File: src/rtl/display_timing_pkg.sv
// Raster timing parameter sets shared by display_timings and its users.
package display_timing_pkg;

  // One axis of a raster: active length, porches, sync width and sync level.
  typedef struct packed {
    int   res;
    int   fp;
    int   sync;
    int   bp;
    logic pol;
  } axis_cfg_t;

  // CEA 1280x720p60, 74.25 MHz pixel clock.
  localparam axis_cfg_t H_720P60 = '{res: 1280, fp: 110, sync: 40, bp: 220, pol: 1'b1};
  localparam axis_cfg_t V_720P60 = '{res: 720,  fp: 5,   sync: 5,  bp: 20,  pol: 1'b1};

  // 640x480p60, 25.175 MHz pixel clock, negative syncs.
  localparam axis_cfg_t H_480P60 = '{res: 640, fp: 16, sync: 96, bp: 48, pol: 1'b0};
  localparam axis_cfg_t V_480P60 = '{res: 480, fp: 10, sync: 2,  bp: 33, pol: 1'b0};

  // Tiny raster for simulation: 25 cycles per line, 8 lines per frame.
  localparam axis_cfg_t H_SIM = '{res: 16, fp: 2, sync: 3, bp: 4, pol: 1'b1};
  localparam axis_cfg_t V_SIM = '{res: 4,  fp: 1, sync: 1, bp: 2, pol: 1'b1};

  // Number of blanking positions before active video on an axis.
  function automatic int axis_blank(input axis_cfg_t c);
    return c.fp + c.sync + c.bp;
  endfunction

  // Full period of an axis in positions (cycles for H, lines for V).
  function automatic int axis_total(input axis_cfg_t c);
    return axis_blank(c) + c.res;
  endfunction

  // True when an axis period fits the signed coordinate range of width w.
  function automatic bit axis_fits(input int total, input int w);
    return total <= (1 << (w - 1));
  endfunction

endpackage

File: src/rtl/display_timings_axis.sv
// One raster axis: steps a signed coordinate from STA to END and wraps,
// reporting the next coordinate plus sync and active flags derived from it.
module timing_axis #(
  parameter int                  W    = 16,
  parameter logic signed [W-1:0] STA  = -1,
  parameter int                  FP   = 0,
  parameter int                  SYNC = 1,
  parameter logic signed [W-1:0] END  = 0,
  parameter logic                POL  = 1'b1
) (
  input  logic signed [W-1:0] coord,
  input  logic                inc,
  output logic signed [W-1:0] next,
  output logic                wrap,
  output logic                sync,
  output logic                active
);

  localparam logic signed [W-1:0] ONE        = W'(1);
  localparam logic signed [W-1:0] SYNC_FIRST = W'(int'(STA) + FP);
  localparam logic signed [W-1:0] SYNC_LAST  = W'(int'(STA) + FP + SYNC - 1);

  // Next coordinate and the flags that belong to it, so the registered
  // outputs line up with the registered coordinate.
  always_comb begin
    wrap = inc && (coord == END);
    if (!inc) begin
      next = coord;
    end else if (coord == END) begin
      next = STA;
    end else begin
      next = coord + ONE;
    end
    sync   = (next >= SYNC_FIRST && next <= SYNC_LAST) ? POL : ~POL;
    active = ~next[W-1];
  end

endmodule

File: src/rtl/display_timings.sv
// Pixel-domain raster generator: signed beam coordinates (blanking is
// negative, active video is 0..RES-1), syncs, video enable and strobes.
module display_timings
  import display_timing_pkg::*;
#(
  parameter int   COORDSPC = 16,
  parameter int   H_RES    = H_720P60.res,
  parameter int   H_FP     = H_720P60.fp,
  parameter int   H_SYNC   = H_720P60.sync,
  parameter int   H_BP     = H_720P60.bp,
  parameter int   V_RES    = V_720P60.res,
  parameter int   V_FP     = V_720P60.fp,
  parameter int   V_SYNC   = V_720P60.sync,
  parameter int   V_BP     = V_720P60.bp,
  parameter logic H_POL    = H_720P60.pol,
  parameter logic V_POL    = V_720P60.pol
) (
  input  logic                       video_clk_pix,
  input  logic                       video_rst_n,
  output logic signed [COORDSPC-1:0] sx,
  output logic signed [COORDSPC-1:0] sy,
  output logic                       hsync,
  output logic                       vsync,
  output logic                       video_enable,
  output logic                       frame_start,
  output logic                       line_start
);

  localparam logic signed [COORDSPC-1:0] H_STA = COORDSPC'(-(H_FP + H_SYNC + H_BP));
  localparam logic signed [COORDSPC-1:0] H_END = COORDSPC'(H_RES - 1);
  localparam logic signed [COORDSPC-1:0] V_STA = COORDSPC'(-(V_FP + V_SYNC + V_BP));
  localparam logic signed [COORDSPC-1:0] V_END = COORDSPC'(V_RES - 1);

  // Reject rasters whose period cannot be represented in the signed coordinate.
  if (!axis_fits(H_FP + H_SYNC + H_BP + H_RES, COORDSPC)) begin : g_h_range_err
    $error("display_timings: horizontal period does not fit COORDSPC");
  end
  if (!axis_fits(V_FP + V_SYNC + V_BP + V_RES, COORDSPC)) begin : g_v_range_err
    $error("display_timings: vertical period does not fit COORDSPC");
  end

  logic signed [COORDSPC-1:0] h_next;
  logic signed [COORDSPC-1:0] v_next;
  logic                       h_wrap;
  logic                       v_wrap;
  logic                       h_sync;
  logic                       v_sync;
  logic                       h_active;
  logic                       v_active;

  timing_axis #(
    .W    (COORDSPC),
    .STA  (H_STA),
    .FP   (H_FP),
    .SYNC (H_SYNC),
    .END  (H_END),
    .POL  (H_POL)
  ) u_h_axis (
    .coord  (sx),
    .inc    (1'b1),
    .next   (h_next),
    .wrap   (h_wrap),
    .sync   (h_sync),
    .active (h_active)
  );

  // The vertical axis advances only on the edge where the line wraps, so
  // vsync and the row coordinate change at line boundaries.
  timing_axis #(
    .W    (COORDSPC),
    .STA  (V_STA),
    .FP   (V_FP),
    .SYNC (V_SYNC),
    .END  (V_END),
    .POL  (V_POL)
  ) u_v_axis (
    .coord  (sy),
    .inc    (h_wrap),
    .next   (v_next),
    .wrap   (v_wrap),
    .sync   (v_sync),
    .active (v_active)
  );

  // Register coordinates and flags together; a wrap this cycle means the
  // registered coordinate becomes the start of a line (and of a frame when
  // both axes wrap). Reset parks the beam on the last pixel of a frame so
  // the first edge after release opens a fresh frame.
  always_ff @(posedge video_clk_pix or negedge video_rst_n) begin
    if (!video_rst_n) begin
      sx           <= H_END;
      sy           <= V_END;
      hsync        <= ~H_POL;
      vsync        <= ~V_POL;
      video_enable <= 1'b0;
      frame_start  <= 1'b0;
      line_start   <= 1'b0;
    end else begin
      sx           <= h_next;
      sy           <= v_next;
      hsync        <= h_sync;
      vsync        <= v_sync;
      video_enable <= h_active && v_active;
      frame_start  <= h_wrap && v_wrap;
      line_start   <= h_wrap;
    end
  end

endmodule

File: config.mk
export PLATFORM = sky130hd
export DESIGN_NAME = display_timings
export DESIGN_NICKNAME = d
export VERILOG_FILES = /design/src/rtl/display_timing_pkg.sv /design/src/rtl/display_timings_axis.sv /design/src/rtl/display_timings.sv
export SDC_FILE = /design/constraint.sdc
export NUM_CORES = 1
export LEC_CHECK = 0
export CAP_MARGIN = 15
export CORE_MARGIN = 4
export CORE_UTILIZATION = 40
export DETAILED_ROUTE_END_ITERATION = 10
export GPL_ROUTABILITY_DRIVEN = 0
export GPL_TIMING_DRIVEN = 0
export PLACE_DENSITY = 0.67
export SYNTH_ARGS = -nofsm -noshare
export SYNTH_HDL_FRONTEND = slang
export SYNTH_SLANG_ARGS = --single-unit
File: constraint.sdc
create_clock -name video_clk_pix -period 2.4 [get_ports video_clk_pix]
set_clock_uncertainty 0.1 [all_clocks]
set_input_delay 0.48 -clock video_clk_pix [delete_from_list [all_inputs] [get_ports video_clk_pix]]
set_output_delay 0.48 -clock video_clk_pix [all_outputs]
set_load 0.02 [all_outputs]
Yosys cells after proc, flatten, opt, wreduce, memory -nomap -nowiden
Cells that the tools add are included.
Storage, ports and cells
  word-level logic and storage cells: 27
  input port bits: 2
  output and inout port bits: 37
  register bits: 37
Operators by class
  bitwise operators: 2
  $add $sub $neg: 2
  eq/ne operators: 2
  mux-type cells: 5
  reductions and logical operators: 5
  $lt $le $gt $ge: 4
Operators by type and width (count)
  2-to-1 mux 16 bit: 3
  adder 16 x 2 -> 16 bit, second input constant: 2
  == test 16 x 11 -> 1 bit, second input constant: 1
  == test 16 x 12 -> 1 bit, second input constant: 1
  greater-or-equal comparator 16 x 10 -> 1 bit, second input constant: 1
  greater-or-equal comparator 16 x 6 -> 1 bit, second input constant: 1
  <= comparator 16 x 6 -> 1 bit, second input constant: 1
  <= comparator 16 x 9 -> 1 bit, second input constant: 1
  logical AND 1 bit: 5
  2-to-1 mux 1 bit: 2
  NOT 1 bit: 2

Logic depth before layout (Yosys ltp)
Gate-level depths: netlist (run 1).
  depth in word-level cells: 6
  gate-level depth with buffers: 11
  mapped depth without buffers: 9

Hierarchy
Synthesis (run 1) repeated with hierarchy kept, for this count alone.
Unflattened totals
  cells, all modules: 241
  area, all modules: 2239.6 µm²
Modules (own cells, without submodules)
  display_timings: area each 962.2 µm², cells an instance 40, instances 1, seq. area each 945.9 µm²
  timing_axis (u_v_axis): area each 649.4 µm², cells an instance 98, instances 1, seq. area each 0.0 µm²
  timing_axis (u_h_axis): area each 628.1 µm², cells an instance 103, instances 1, seq. area each 0.0 µm²

Least setup slack after synthesis (run 1)
OpenSTA, ideal clock, no wires.
  path kind: flip-flop to flip-flop
  start point: register sx[0]
  end point: register vsync
  data arrival time: 2.332 ns
  cell stages (with the launch flop): 11
  slack: -0.143 ns
  required time: 2.189 ns
  setup time: 0.111 ns
  path buffers: 2
  cell sequence: dfstp_2 -> ha_1 -> and4_1 -> buf_4 -> nand4_4 -> inv_4 -> nand2_2 -> buf_6 -> o31ai_4 -> o21ai_1 -> a2111oi_2
Between the ends
  word-level cells in the longest chain between the ends: 5
  elaborated cells between the ends (all ways): 6
Ends and longest elaborated chain
  start, declared: RTL line display_timings.sv:20  | output logic signed [COORDSPC-1:0] sx,
  start signal, assigned: RTL line display_timings.sv:99  | sx <= h_next;
  == test 16 x 12 -> 1 bit *: RTL line display_timings_axis.sv:26  | wrap = inc && (coord == END);
  2-to-1 mux 16 bit *: RTL line display_timings_axis.sv:27  | if (!inc) begin
  net u_v_axis.next[3]: RTL line display_timings_axis.sv:13  | output logic signed [W-1:0] next,
  greater-or-equal comparator 16 x 6 -> 1 bit / <= comparator 16 x 6 -> 1 bit (equally long branches): RTL line display_timings_axis.sv:34  | sync = (next >= SYNC_FIRST && next <= SYNC_LAST) ? POL : ~POL;
  logical AND 1 bit *: RTL line display_timings_axis.sv:34
  2-to-1 mux 1 bit *: RTL line display_timings_axis.sv:34
  net u_v_axis.sync: RTL line display_timings_axis.sv:15  | output logic sync,
  end signal, assigned: RTL line display_timings.sv:94  | vsync <= ~V_POL;
  end signal, assigned: RTL line display_timings.sv:102  | vsync <= v_sync;
  end, declared: RTL line display_timings.sv:23  | output logic vsync,
The timed path passes the listed nets; every way through them passes the cells marked *.

Final worst setup path (run 1)
  start point: register sy[7]
  end point: register vsync
Between the ends
  word-level cells in the longest chain between the ends: 6
  elaborated cells between the ends (all ways): 8
Ends and longest elaborated chain
  start, declared: RTL line display_timings.sv:21  | output logic signed [COORDSPC-1:0] sy,
  start signal, assigned: RTL line display_timings.sv:100  | sy <= v_next;
  == test 16 x 11 -> 1 bit *: RTL line display_timings_axis.sv:29  | end else if (coord == END) begin
  2-to-1 mux 16 bit *: RTL line display_timings_axis.sv:29
  2-to-1 mux 16 bit *: RTL line display_timings_axis.sv:27
  net u_v_axis.next[5]: RTL line display_timings_axis.sv:13
  greater-or-equal comparator 16 x 6 -> 1 bit / <= comparator 16 x 6 -> 1 bit (equally long branches): RTL line display_timings_axis.sv:34
  logical AND 1 bit *: RTL line display_timings_axis.sv:34
  2-to-1 mux 1 bit *: RTL line display_timings_axis.sv:34
  net u_v_axis.sync: RTL line display_timings_axis.sv:15
Marks and branches as above.

==> metrics.md, run 1 <==
| Metric | Value |
|---|---|
| CTS Buf Count | 5 |
| Layout cells sized above 1 | 33.5% |
| Fmax | 385 MHz |
| Unrepaired setup endpoints after global routing | true |
| Synth Net Count | 208 |
| Min Tclk post-route | 2.60 ns |
| Slowest cell on crit path | dfstp_2 |
| Post-route clock period utilization | 108% |
| Mean Syn Cell Area | 10.1 um2 |
| DP Wirelength | 3.41 mm |
| Clk buf depth | 2 |
| Asr flop ratio synth | 100% |
| Total Nets Final | 284 |
| Initial antenna violation count | 0 |
| Final hold violations | 0 |
| Worst Path Buf+Inv | 1 |
| Input/output buffers | 38 |
| First-pass GRT wire length | 9.23 mm |
| Max stage delay on crit path | 0.58 ns |
| DR vias/cell | 5.62 |
| Die height | 79.6 um |
| 1st-pass router iterations | 4 |
| Area of the die | 6340 um2 |
| Clock insertion delay at the later pin of the skew report | 0.30 ns |
| Total gr overflow | 0 |
| Critical-path cell list | nor4bb_1 > nand4_1 > nand2_2 > buf_6 > o21a_1 > and4bb_1 > nand4_1 > a2111oi_4 |
| Post-DR wirelength/cell | 16.5 um |
| CTS H-Tree Depth | 2 |
| 1st-iter DRT viols | 124 |
| Crit path kind | reg2reg |
| Antenna cell count | 0 |
| Most common cell after layout, fill and taps aside | clkdlybuf4s50_1 |
| Worst VDD drop | 0.294 mV |
| Area growth, synth to finish | 48.2% |
| Worst-path clk slew | 0.08 ns |
| Setup WS post-layout | -0.200 ns |
| Violated checks | setup timing |
| Post-synth EDFFs | 0 |
| Final setup fails | 1 |
| Mapped Area | 2050 um2 |
| Worst-margin pin slew | 0.809 ns |
| Share of the synthesized area in the top cell type | 25.6% |
| Outcome | finished, violations left |
| Synthesis-stage register bit count | 37 |
| Hold WC Path Type | in2async |
| Slew Limit Fails | 0 |
| Worst slew margin | 46.1% |
| Primary FF master, synth | dfrtp_1 |
| Routed via count | 1,956 |
| Crit path max fanout | 10 |
| Max-cap viol count | 0 |
| PwrDens | 373 nW/um2 |
| Starting Density | 42.3% |
| Worst setup SP type | flop |
| Crit-path most repeated cell | nand4_1 |
| Ports | 39 |
| Most frequent cells in the layout | clkdlybuf4s50_1, buf_4, nand2_1 |
| Mapped Cells | 204 |
| Fillers | 408 |
| CP Data Arrival Time | 2.69 ns |
| Final wirelength | 5.74 mm |
| Vias in the first global route | 1,849 |
| Die X | 79.6 um |
| Area leader, netlist | dfrtp_1 |
| TritonCTS clock tree | built |
| Sequential cell area fraction in the yosys report | 46.1% |
| Pin count of the biggest net entering global routing | 38 |
| CP top delay family | simple AND/OR/NAND/NOR gates |
| Req. time, crit path | 2.49 ns |
| Leak | 0.00125 uW |
| Post-route DRC | 0 |
| Worst slack, placed | -0.315 ns |
| Utilization after layout | 62.7% |
| TritonCTS Sinks | 37 |
| Final ANT Viol Nets | 0 |
| Total GRT Usage | 18.8% |
| Largest cells by area after synthesis | dfrtp_1, dfstp_2, nand2_1 |
| Synth unique cells | 56 |
| CTS root buffer | clkbuf_8 |
| Core area | 4850 um2 |
| Yosys warnings | 0 |
| Rows | 25 |
| Critical Path Sink Type | flop |
[worst register-to-register path, cell delays in order, from the launching register on]
cell and delay [ns]:
dfstp_2 0.58, nor4bb_1 0.34, nand4_1 0.27, nand2_2 0.15
buf_6 0.18, o21a_1 0.15, and4bb_1 0.22, nand4_1 0.16
a2111oi_4 0.34
[path summary, 6_finish.rpt]
| kind | startpoint | to | slack, ns | cells past startpoint |
|---|---|---|---|---|
| max in group asynchronous | video_rst_n | sy[13]$_DFF_PN0_ | 1.52 | 1 |
| worst max register to register | sy[7]$_DFF_PN1_ | vsync$_DFF_PN0_ | -0.20 | 8 |
| min in group video_clk_pix | sx[10]$_DFF_PN1_ | sx[10]$_DFF_PN1_ | 0.43 | 1 |
| worst max-delay path | sy[7]$_DFF_PN1_ | vsync$_DFF_PN0_ | -0.20 | 8 |
| worst min-delay path | video_rst_n | sx[9]$_DFF_PN0_ | 0.17 | 1 |
| worst min register to register | sx[10]$_DFF_PN1_ | sx[10]$_DFF_PN1_ | 0.43 | 1 |
[cells in the mapped netlist (3+ instances only)]
library cell	number
dfrtp_1	21
a21oi_1	6
nand4_1	9
xnor2_1	7
nor2_1	13
xor2_1	10
nand3_1	11
nor4_1	4
nor3_1	3
o21ai_1	3
nand2_1	25
inv_1	4
buf_2	6
and3_1	5
and4_1	4
o21ai_0	9
dfstp_2	16
[flip-flops by register name, summed over array words and instances, names as in the netlist]
register	flops
sy	16
sx	16
frame_start	1
vsync	1
line_start	1
video_enable	1
hsync	1
[cells by family (layout without fill, tap and decap cells)]
logic type / after synthesis / after routing / synth area share [%]
buffers and inverters: 15 / 91 / 3.97
flip-flops: 37 / 37 / 46.1
AO/OA/AOI/OAI: 40 / 40 / 14.2
XOR/XNOR: 17 / 17 / 7.26
AND/OR/NAND/NOR: 93 / 94 / 27.2
adder cells (fa/ha/maj): 2 / 2 / 1.22
[routing by layer]
metal / vias up / GRT usage (%) / wire, um
li1: 919 / - / -
met1: 959 / 24.4 / 2550
met2: 62 / 29.0 / 2750
met3: 16 / 3.84 / 268
met4: 0 / 10.3 / 176
met5: - / 0 / 0
[power breakdown]
part           internal (uW)  leakage, uW  switching [uW]
sequential               624     0.000454               0
combinational          0.587     0.000742            11.4
clock                    260    0.0000542             237
[layout make-up]
type	count	area (um2)	area share, %
Tap cell	67	83.8	2.76
Clock buffer	7	96.3	3.17
Timing Repair Buffer	70	619	20.4
Clock inverter	1	5.00	0.165
Inverter	5	23.8	0.782
Sequential cell	37	946	31.1
Multi-Input combinational cell	153	1200	39.4
Buffer	8	67.6	2.22
[stage by stage]
step / instances / instance area [um2] / hold WS, ns / total power (uW) / TNS, ns
global placement: 309 / 2530 / 0.409 / 649 / -2.63
global route: 348 / 3040 / 0.235 / 1170 / -0.443
detailed placement: 309 / 2530 / 0.417 / 649 / -0.682
floorplan: 204 / 2070 / 0.0844 / 636 / 0
finish: 348 / 3040 / 0.170 / 1130 / -0.200
CTS: 339 / 2930 / 0.201 / 1130 / -0.0363
[what timing repair did]
action,in CTS,in global routing
buffers inserted,22,10
gates cloned,2,0
hold buffers,0,0
pin swaps,16,11
setup endpoints to repair,4,4
gates resized for setup,24,11
Note: power is estimated with default switching activity, not from simulation.
==> run 2, diff against run 1 <==
--- a/config.mk
+++ b/config.mk
@@ -12,6 +12,7 @@
 export GPL_ROUTABILITY_DRIVEN = 0
 export GPL_TIMING_DRIVEN = 0
 export PLACE_DENSITY = 0.67
+export SLEW_MARGIN = 40
 export SYNTH_ARGS = -nofsm -noshare
 export SYNTH_HDL_FRONTEND = slang
 export SYNTH_SLANG_ARGS = --single-unit
==> metrics.md, run 2 (synthesis results as in run 1) <==
| Metric | Value |
|---|---|
| Post-route clock period utilization | 102% (-5.9 points) |
| Final hold violations | 0 (unchanged) |
| Worst setup SP type | flop |
| Antenna cell count | 0 (unchanged) |
| Cell Area, Placed | 2550 um2 (+1.1%) |
| Final setup fails | 1 (unchanged) |
| Area of the die | 6340 um2 (unchanged) |
| Crit path kind | reg2reg |
| Req. time, crit path | 2.48 ns (about the same) |
| Layout cells sized above 1 | 27.9% (-5.5 points) |
| Fmax | 407 MHz (+5.8%) |
| Worst slew margin | 66.5% (+20 points) |
| First-pass GRT wire length | 8.59 mm (-7.0%) |
| Rows | 25 (unchanged) |
| Die X | 79.6 um (unchanged) |
| FF-to-FF Start | sy[0]$_DFF_PN1_ |
| Largest registers | sx (16), sy (16) |
| Most common cell after layout, fill and taps aside | clkdlybuf4s50_1 |
| Violated checks | setup timing |
| Max-cap viol count | 0 (unchanged) |
| Area growth, synth to finish | 42.3% |
| CTS Buf Count | 5 (unchanged) |
| Worst-margin pin slew | 0.503 ns (-0.306 ns) |
| Most frequent cells in the layout | clkdlybuf4s50_1, nand2_1, buf_4 |
| Power Total | 1120 uW (-0.82%) |
| Critical Path Sink Type | flop |
| 1st-pass router iterations | 4 (unchanged) |
| CTS root buffer | clkbuf_8 |
| Outcome | finished, violations left |
| DR vias/cell | 5.55 (-1.3%) |
| Final ANT Viol Nets | 0 (unchanged) |
| TritonCTS clock tree | built |
| Worst-path clk slew | 0.07 ns (about the same) |
| Slew Limit Fails | 0 (unchanged) |
| PwrDens | 385 nW/um2 (+3.3%) |
| Min Tclk post-route | 2.46 ns (-0.142 ns) |
| Initial antenna violation count | 0 (unchanged) |
| Crit path max fanout | 10 (unchanged) |
| Fillers | 418 (+2.5%) |
| CP Data Arrival Time | 2.54 ns (-0.15 ns) |
| 1st-iter DRT viols | 97 (-22%) |
| Post-route cell area | 2920 um2 (-4.0%) |
| CTS H-Tree Depth | 2 (unchanged) |
| Leak | 0.00118 uW (-5.4%) |
| Worst VDD drop | 0.253 mV (-14%) |
| Input/output buffers | 38 (unchanged) |
| Clk buf depth | 2 (unchanged) |
| Final wirelength | 5.11 mm (-11%) |
| Die height | 79.6 um (unchanged) |
| Core area | 4850 um2 (unchanged) |
| Min-delay src | sx[4]$_DFF_PN1_ |
| Hold path depth | 1 |
| Register Area | 946 um2 (unchanged) |
| Footprint of the multi-input gates | 1110 um2 (-7.1%) |
| Total Nets Final | 275 (-3.2%) |
| Post-route DRC | 0 (unchanged) |
| DP Wirelength | 3.48 mm (+2.2%) |
| Pin count of the biggest net entering global routing | 25 (-34%) |
| Reg2reg setup slack | -0.06 ns (+0.14 ns) |
| Clock insertion delay at the later pin of the skew report | 0.29 ns (about the same) |
| Vias in the first global route | 1,797 (-2.8%) |
| Ports | 39 (unchanged) |
| Reg2Reg Depth | 10 (+2) |
| Post-DR wirelength/cell | 15.1 um (-8.6%) |
| Hold Path Sink | sx[4]$_DFF_PN1_ |
| Total gr overflow | 0 (unchanged) |
| TritonCTS Sinks | 37 (unchanged) |
| Total GRT Usage | 17.2% (-1.6 points) |
| Setup WS post-layout | -0.0577 ns (+0.142 ns) |
| Starting Density | 42.3% (unchanged) |
| RR Endpoint | vsync$_DFF_PN0_ |
| Hold WC Path Type | reg2reg |
| Routed via count | 1,880 (-3.9%) |
| Unrepaired setup endpoints after global routing | true |
-- run 2: changes by cell type in the layout (fill, tap and decap cells not counted), sizes merged --
cell	previous run	this run
buf	40	31
clkinv	2	1
dlygate4sd3	0	1
inv	4	5
nand4	12	11
-- run 2: worst max path at each step --
stage / startpoint / end
6_report: sy[0]$_DFF_PN1_ / vsync$_DFF_PN0_
5_1_grt: sx[0]$_DFF_PN1_ / vsync$_DFF_PN0_
4_1_cts: sx[0]$_DFF_PN1_ / vsync$_DFF_PN0_
3_5_place_dp: sx[0]$_DFF_PN1_ / vsync$_DFF_PN0_
3_3_place_gp: sx[0]$_DFF_PN1_ / vsync$_DFF_PN0_
2_1_floorplan: sx[0]$_DFF_PN1_ / vsync$_DFF_PN0_
-- run 2: area by class of cell --
type / count / area share (%)
tap: 67 / 2.87
clock buffer: 7 / 3.30
timing repair buffer: 62 / 20.2
inverter: 5 / 0.729
sequential: 37 / 32.4
buffer: 8 / 2.14
clock inverter: 1 / 0.172
multi-input combinational: 152 / 38.1
-- run 2: report_power, final --
group / internal, uW / leakage [uW] / total, uW / switching [uW]
Sequential: 625 / 0.000454 / 625 / 0
Combinational: 6.20 / 0.000674 / 19.0 / 12.8
Clock: 260 / 0.0000542 / 480 / 220
-- run 2: metrics by stage --
| step | TNS [ns] | worst slack [ns] | std cells | hold slack [ns] | util, % |
|---|---|---|---|---|---|
| floorplan | 0 | 0.00212 | 204 | 0.0844 | - |
| global placement | -2.63 | -0.327 | 309 | 0.409 | 52.2 |
| detailed placement | -0.710 | -0.334 | 310 | 0.312 | 52.7 |
| CTS | -0.181 | -0.181 | 337 | 0.448 | 58.8 |
| global route | -0.306 | -0.187 | 339 | 0.473 | 60.2 |
| finish | -0.0577 | -0.0577 | 339 | 0.449 | 60.2 |
-- run 2: worst max-delay path: stages (launching register included) --
cell and delay (ns):
dfstp_2 0.56, ha_2 0.19, and3_4 0.20, nand4_1 0.13, buf_4 0.18, nand2_2 0.07
buf_6 0.17, o21a_1 0.15, and4bb_1 0.21, nand4_1 0.15, a2111oi_4 0.23
-- run 2: repair_timing --
item / 4_1_cts / 5_1_grt
hold endpoints to repair: 6 / 0
buffers inserted: 20 / 2
gates resized for setup: 9 / 8
pin swaps: 6 / 6
gates cloned: 0 / 0
hold buffers: 1 / 0
endpoints found under the setup margin: 4 / 4
-- run 2: layer usage --
| layer | global-route usage [%] | share of wire, % |
|---|---|---|
| met2 | 26.7 | 47 |
| met5 | 0 | 0 |
| met1 | 23.1 | 46 |
| met4 | 6.87 | 2.2 |
| met3 | 3.72 | 4.3 |
